[config.mk]
export PLATFORM = sky130hd
export DESIGN_NAME = trace_filter_cfg
export DESIGN_NICKNAME = d
export VERILOG_FILES = /design/src/rtl/trace_filter_cfg.sv
export SDC_FILE = /design/constraint.sdc
export NUM_CORES = 1
export LEC_CHECK = 0
export CAP_MARGIN = 20
export CORE_MARGIN = 2
export CORE_UTILIZATION = 45
export DETAILED_ROUTE_END_ITERATION = 10
export GPL_TIMING_DRIVEN = 0
export PLACE_DENSITY = 0.78
export SKIP_CTS_REPAIR_TIMING = 1
export SLEW_MARGIN = 40
export SYNTH_ARGS = -nofsm -noshare
export SYNTH_HDL_FRONTEND = slang
export SYNTH_SLANG_ARGS = --single-unit
[constraint.sdc]
create_clock -name clk -period 2.05 [get_ports clk]
set_input_delay 0.41 -clock clk [delete_from_list [all_inputs] [get_ports clk]]
set_output_delay 0.41 -clock clk [all_outputs]
set_load 0.005 [all_outputs]
[src/rtl/trace_filter_cfg.sv]
// trace_filter_cfg: runtime-configurable retired-instruction trace filter.
// Classifies each retired instruction, keeps event instructions plus a
// trailing window after each event, and keeps saturating kept/dropped counts.
module trace_filter_cfg #(
  parameter int INSTR_WIDTH  = 32,
  parameter int MAX_TRAILING = 4,
  parameter int TRAIL_W      = $clog2(MAX_TRAILING + 1),
  parameter int CNT_WIDTH    = 32
) (
  input  logic                   clk,
  input  logic                   rst_n,
  input  logic                   pc_valid,
  input  logic [INSTR_WIDTH-1:0] next_instr,
  input  logic                   cfg_wr,
  input  logic [3:0]             cfg_class_en,
  input  logic [TRAIL_W-1:0]     cfg_trailing,
  input  logic [1:0]             cfg_mode,
  input  logic [INSTR_WIDTH-1:0] cfg_match_value,
  input  logic [INSTR_WIDTH-1:0] cfg_match_mask,
  input  logic                   cnt_clear,
  output logic                   drop_instr,
  output logic                   decision_valid,
  output logic [3:0]             event_class,
  output logic [CNT_WIDTH-1:0]   kept_count,
  output logic [CNT_WIDTH-1:0]   dropped_count
);

  localparam logic [6:0]  BRANCH_OPCODE         = 7'b1100011;
  localparam logic [6:0]  JAL_OPCODE            = 7'b1101111;
  localparam logic [6:0]  JALR_OPCODE           = 7'b1100111;
  localparam logic [1:0]  C_BRANCH_OPCODE       = 2'b01;
  localparam logic [1:0]  C_BRANCH_FUNCT3_2_MSB = 2'b11;
  localparam logic [1:0]  C_JAL_OPCODE          = 2'b01;
  localparam logic [2:0]  C_JAL_FUNCT3          = 3'b001;
  localparam logic [1:0]  C_JR_OPCODE           = 2'b10;
  localparam logic [2:0]  C_JR_FUNCT4_3_MSB     = 3'b100;
  localparam logic [31:0] WFI_INSTRUCTION       = 32'h1050_0073;

  localparam logic [1:0]  MODE_PASS = 2'b01;
  localparam logic [1:0]  MODE_DROP = 2'b10;

  localparam logic [TRAIL_W-1:0] TRAIL_MAX = TRAIL_W'(MAX_TRAILING);

  // Shadow configuration
  logic [3:0]             class_en_q;
  logic [TRAIL_W-1:0]     trailing_q;
  logic [1:0]             mode_q;
  logic [INSTR_WIDTH-1:0] match_value_q;
  logic [INSTR_WIDTH-1:0] match_mask_q;

  // Filter state
  logic [3:0]             event_q, event_d;
  logic [TRAIL_W-1:0]     trail_q, trail_d;
  logic                   dvalid_q;
  logic [CNT_WIDTH-1:0]   kept_q, dropped_q;

  logic [TRAIL_W-1:0]     trailing_clamped;
  logic                   is_c;
  logic                   hit_branch, hit_jump, hit_wfi, hit_custom;

  assign trailing_clamped = (cfg_trailing > TRAIL_MAX) ? TRAIL_MAX : cfg_trailing;

  // Class decode of the incoming instruction; compressed forms only when [1:0] != 11
  always_comb begin
    is_c       = (next_instr[1:0] != 2'b11);
    hit_branch = (next_instr[6:0] == BRANCH_OPCODE) ||
                 (is_c && next_instr[1:0] == C_BRANCH_OPCODE &&
                  next_instr[15:14] == C_BRANCH_FUNCT3_2_MSB);
    hit_jump   = (next_instr[6:0] == JAL_OPCODE) || (next_instr[6:0] == JALR_OPCODE) ||
                 (is_c && next_instr[1:0] == C_JAL_OPCODE &&
                  next_instr[15:13] == C_JAL_FUNCT3) ||
                 (is_c && next_instr[1:0] == C_JR_OPCODE &&
                  next_instr[15:13] == C_JR_FUNCT4_3_MSB &&
                  next_instr[6:2] == 5'd0 && next_instr[11:7] != 5'd0);
    hit_wfi    = (next_instr == INSTR_WIDTH'(WFI_INSTRUCTION));
    hit_custom = ((next_instr & match_mask_q) == (match_value_q & match_mask_q));
  end

  // Shadow config latch; custom class off at reset since a zero mask matches all
  always_ff @(posedge clk) begin
    if (!rst_n) begin
      class_en_q    <= 4'b0111;
      trailing_q    <= TRAIL_W'(1);
      mode_q        <= 2'b00;
      match_value_q <= '0;
      match_mask_q  <= '0;
    end else if (cfg_wr) begin
      class_en_q    <= cfg_class_en;
      trailing_q    <= trailing_clamped;
      mode_q        <= cfg_mode;
      match_value_q <= cfg_match_value;
      match_mask_q  <= cfg_match_mask;
    end
  end

  // Next event/trailing state: reload on the previous event, else count down; hold on stall
  always_comb begin
    event_d = event_q;
    trail_d = trail_q;
    if (pc_valid) begin
      event_d = {hit_custom, hit_wfi, hit_jump, hit_branch} & class_en_q;
      if (|event_q)           trail_d = trailing_q;
      else if (trail_q != '0) trail_d = trail_q - TRAIL_W'(1);
      else                    trail_d = '0;
    end
  end

  // Filter state registers
  always_ff @(posedge clk) begin
    if (!rst_n) begin
      event_q  <= '0;
      trail_q  <= '0;
      dvalid_q <= 1'b0;
    end else begin
      event_q  <= event_d;
      trail_q  <= trail_d;
      dvalid_q <= pc_valid;
    end
  end

  // Drop decision follows the current mode combinationally
  always_comb begin
    case (mode_q)
      MODE_PASS: drop_instr = 1'b0;
      MODE_DROP: drop_instr = 1'b1;
      default:   drop_instr = ~((|event_q) || (trail_q != '0));
    endcase
  end

  // Saturating statistics; clear wins over a same-cycle increment
  always_ff @(posedge clk) begin
    if (!rst_n || cnt_clear) begin
      kept_q    <= '0;
      dropped_q <= '0;
    end else if (dvalid_q) begin
      if (!drop_instr) begin
        if (kept_q != '1) kept_q <= kept_q + CNT_WIDTH'(1);
      end else begin
        if (dropped_q != '1) dropped_q <= dropped_q + CNT_WIDTH'(1);
      end
    end
  end

  assign decision_valid = dvalid_q;
  assign event_class    = event_q;
  assign kept_count     = kept_q;
  assign dropped_count  = dropped_q;

endmodule

==> results by group <==
Status
  – Status: complete, but fails checks
  – Failing checks: setup timing

Worst setup path
  – CP max FO: 6
  – CP Class: register to register
  – CP Data Arrival Time: 2.42 ns
  – Worst path required time: 2.33 ns
  – CP Launch Type: register
  – CP Capture Type: register

Finish
  – Cell area after layout: 10330 µm²
  – Area growth, synth to finish: 48.06%
  – FILL cells: 1212
  – Area of the multi-input gates: 4156 µm²
  – Final nets: 1126
  – FF/Latch Area: 2968 µm²
  – Final core utilization: 67.95%
  – Diodes inserted: 0
  – Share of cells above drive strength 1: 18.96%

Logic synthesis
  – Mapped Cells: 776
  – Syn_nets: 891
  – Async S/R FF share, synth: 0%
  – Avg Cell Area, Syn: 8.991 µm²
  – Top FF cell, synth: dfxtp_1
  – Register area share after synthesis: 41.61%
  – #FFs+latches synth: 145
  – Yosys cell types: 60
  – Mapped Area: 6977 µm²
  – EDFF count, synth: 0
  – YS warnings: 0

Detailed routing
  – DR iter-0 viols: 554
  – Final WL: 22020 µm
  – Post-DR wirelength/cell: 18.18 µm
  – Post-route DRC violation count: 0
  – Total iterations of the first detailed-routing run: 6
  – Post-route ant nets: 0
  – Vias/cell: 5.832
  – Via count of the routed design: 7062

Global route
  – Vias in the first global route: 6249
  – Initial antenna violation count: 0
  – Grt ovf: 0
  – Largest net degree at the start of global routing: 17
  – GRT Total Usage: 24.34%
  – First-pass GRT wire length: 31650 µm

Placed design
  – PortBufs: 177
  – Placed cell areas: 8989 µm²
  – RD Place Congestion: 0.8777
  – HPWL after detailed placement: 15300 µm

Power
  – VDD IR max: 588.1 µV
  – Power density cells: 668.7 nW/µm²
  – Leak: 3.815 nW

Floorplan
  – Die width: 128.5 µm
  – Core Box Area: 15200 µm²
  – Rows: 45
  – Ports: 180
  – Initial Util: 45.89%
  – Die area: 16520 µm²
  – Die Y: 128.5 µm

Clock network
  – Clock latency on the worst-skew pair: 0.43 ns
  – H-tree Lvls: 4
  – Worst-path clk slew: 0.06 ns
  – CTS Buffer Depth: 2
  – CTS buffer count: 17
  – # clock sinks: 145
  – CTS tree: done
  – CTS Root Cell: clkbuf_16

STA
  – Clock Skews: 0.01681 ns
  – FMAX: 466.6 MHz
  – Final hold viol count: 0
  – Period utilisation layout: 104.5%
  – Slew Limit Fails: 0
  – Final setup viols: 23
  – Tmin final: 2.143 ns
  – RSZ-0062 raised after global routing: yes
  – Worst Tran Pin Value: 0.8574 ns
  – WHS: 0.4788 ns
  – Final setup margin: -0.09327 ns
  – Slew HR: 42.84%

Flow run
  – Max-cap violation count: 0

Worst hold path
  – Type of the worst min-delay path: register to register
## cell usage after synthesis (all sizes together), types with 6 or more instances
master  count  area share, %
and4        7           0.88
nand2      45            2.5
o311ai      7           0.88
xor2       35            4.4
nor2       91            4.9
nor4       11            1.2
mux2i      74             11
o21ai      28            2.0
a22oi      13            1.4
o41ai       7           0.88
nand3      42            3.2
clkbuf     27            1.5
or4        29            3.2
inv        16           0.86
buf        12            1.2
a21oi      48            3.7
o31ai      24            2.8
or3        22            2.0
nand2b      9           0.81
dfxtp     145             42
nand4      24            2.5
and2        7           0.63
nor3        6           0.57
## where the power goes
group          switching [mW]  internal (mW)
Sequential             0.0605           2.90
Combinational           0.374          0.422
Clock                    1.24           1.91
## worst paths after layout
path                 start        endpoint  slack, ns  depth (start not counted)
max              mode_q[0]  kept_count[18]      -0.09                         10
min          class_en_q[2]   class_en_q[2]       0.48                          2
max reg2reg      mode_q[0]  kept_count[18]      -0.09                         10
min reg2reg  class_en_q[2]   class_en_q[2]       0.48                          2
## placed cells by master (no fill, tap or decap), types with 22 or more instances in the layout
master,instances
clkdlybuf4s50_1,176
dfxtp_1,107
nor2_1,86
mux2i_1,74
nand2_1,44
buf_4,37
a21oi_1,36
xor2_1,35
nand3_1,32
dfxtp_2,31
nand4_1,22
or4_1,22
## per-layer routing
metal	GRT usage, %	share of wire [%]
met1	29.73	41
met2	42.12	50
met3	6.694	6.6
met4	7.161	2.2
met5	0	0
## cell type report
| cell class | instances | area share [%] |
|---|---|---|
| sequential | 145 | 28.73 |
| multi-input combinational | 576 | 40.24 |
| tap | 188 | 2.277 |
| clock inverter | 13 | 1.563 |
| timing repair buffer | 217 | 20.39 |
| clock buffer | 18 | 4.155 |
| inverter | 16 | 0.5814 |
| buffer | 38 | 2.071 |
## state kept, by name, summed over array words and instances (netlist names)
signal	cells
event_class	4
trail_q	3
class_en_q	4
kept_count	32
decision_valid	1
mode_q	2
match_value_q	32
dropped_count	32
trailing_q	3
match_mask_q	32
## critical path, cell delays in order, from the launching register on
cell and delay, ns:
dfxtp_2 0.33, inv_2 0.05, ha_4 0.29, nor2b_4 0.05, a311oi_4 0.27, buf_6 0.18, o211ai_1 0.15, buf_4 0.20
buf_6 0.12, o31ai_1 0.27, a21oi_2 0.09
## cells by family after synthesis
group	Yosys count	share of synthesized area (%)
buffers and inverters	55	3.515
and+or+nand+nor	313	24.55
xor gates and xnor gates	35	4.394
muxes	74	10.62
AOI/OAI and AO/OA	149	14.42
DFF	145	41.61
adders and majority gates	5	0.8967
## through the flow
step / total power, mW / TNS [ns] / instances / setup slack [ns]
4_1_cts: 6.895 / -14.83 / 1172 / -0.6387
6_report: 6.908 / -0.8448 / 1211 / -0.09327
3_3_place_gp: 3.745 / -20.31 / 1141 / -1.014
3_5_place_dp: 3.761 / -20.84 / 1141 / -0.9935
5_1_grt: 7.132 / -4.197 / 1211 / -0.1731
2_1_floorplan: 3.380 / 0 / 776 / 0.01255
No activity file was read; power rests on OpenSTA's default activity.
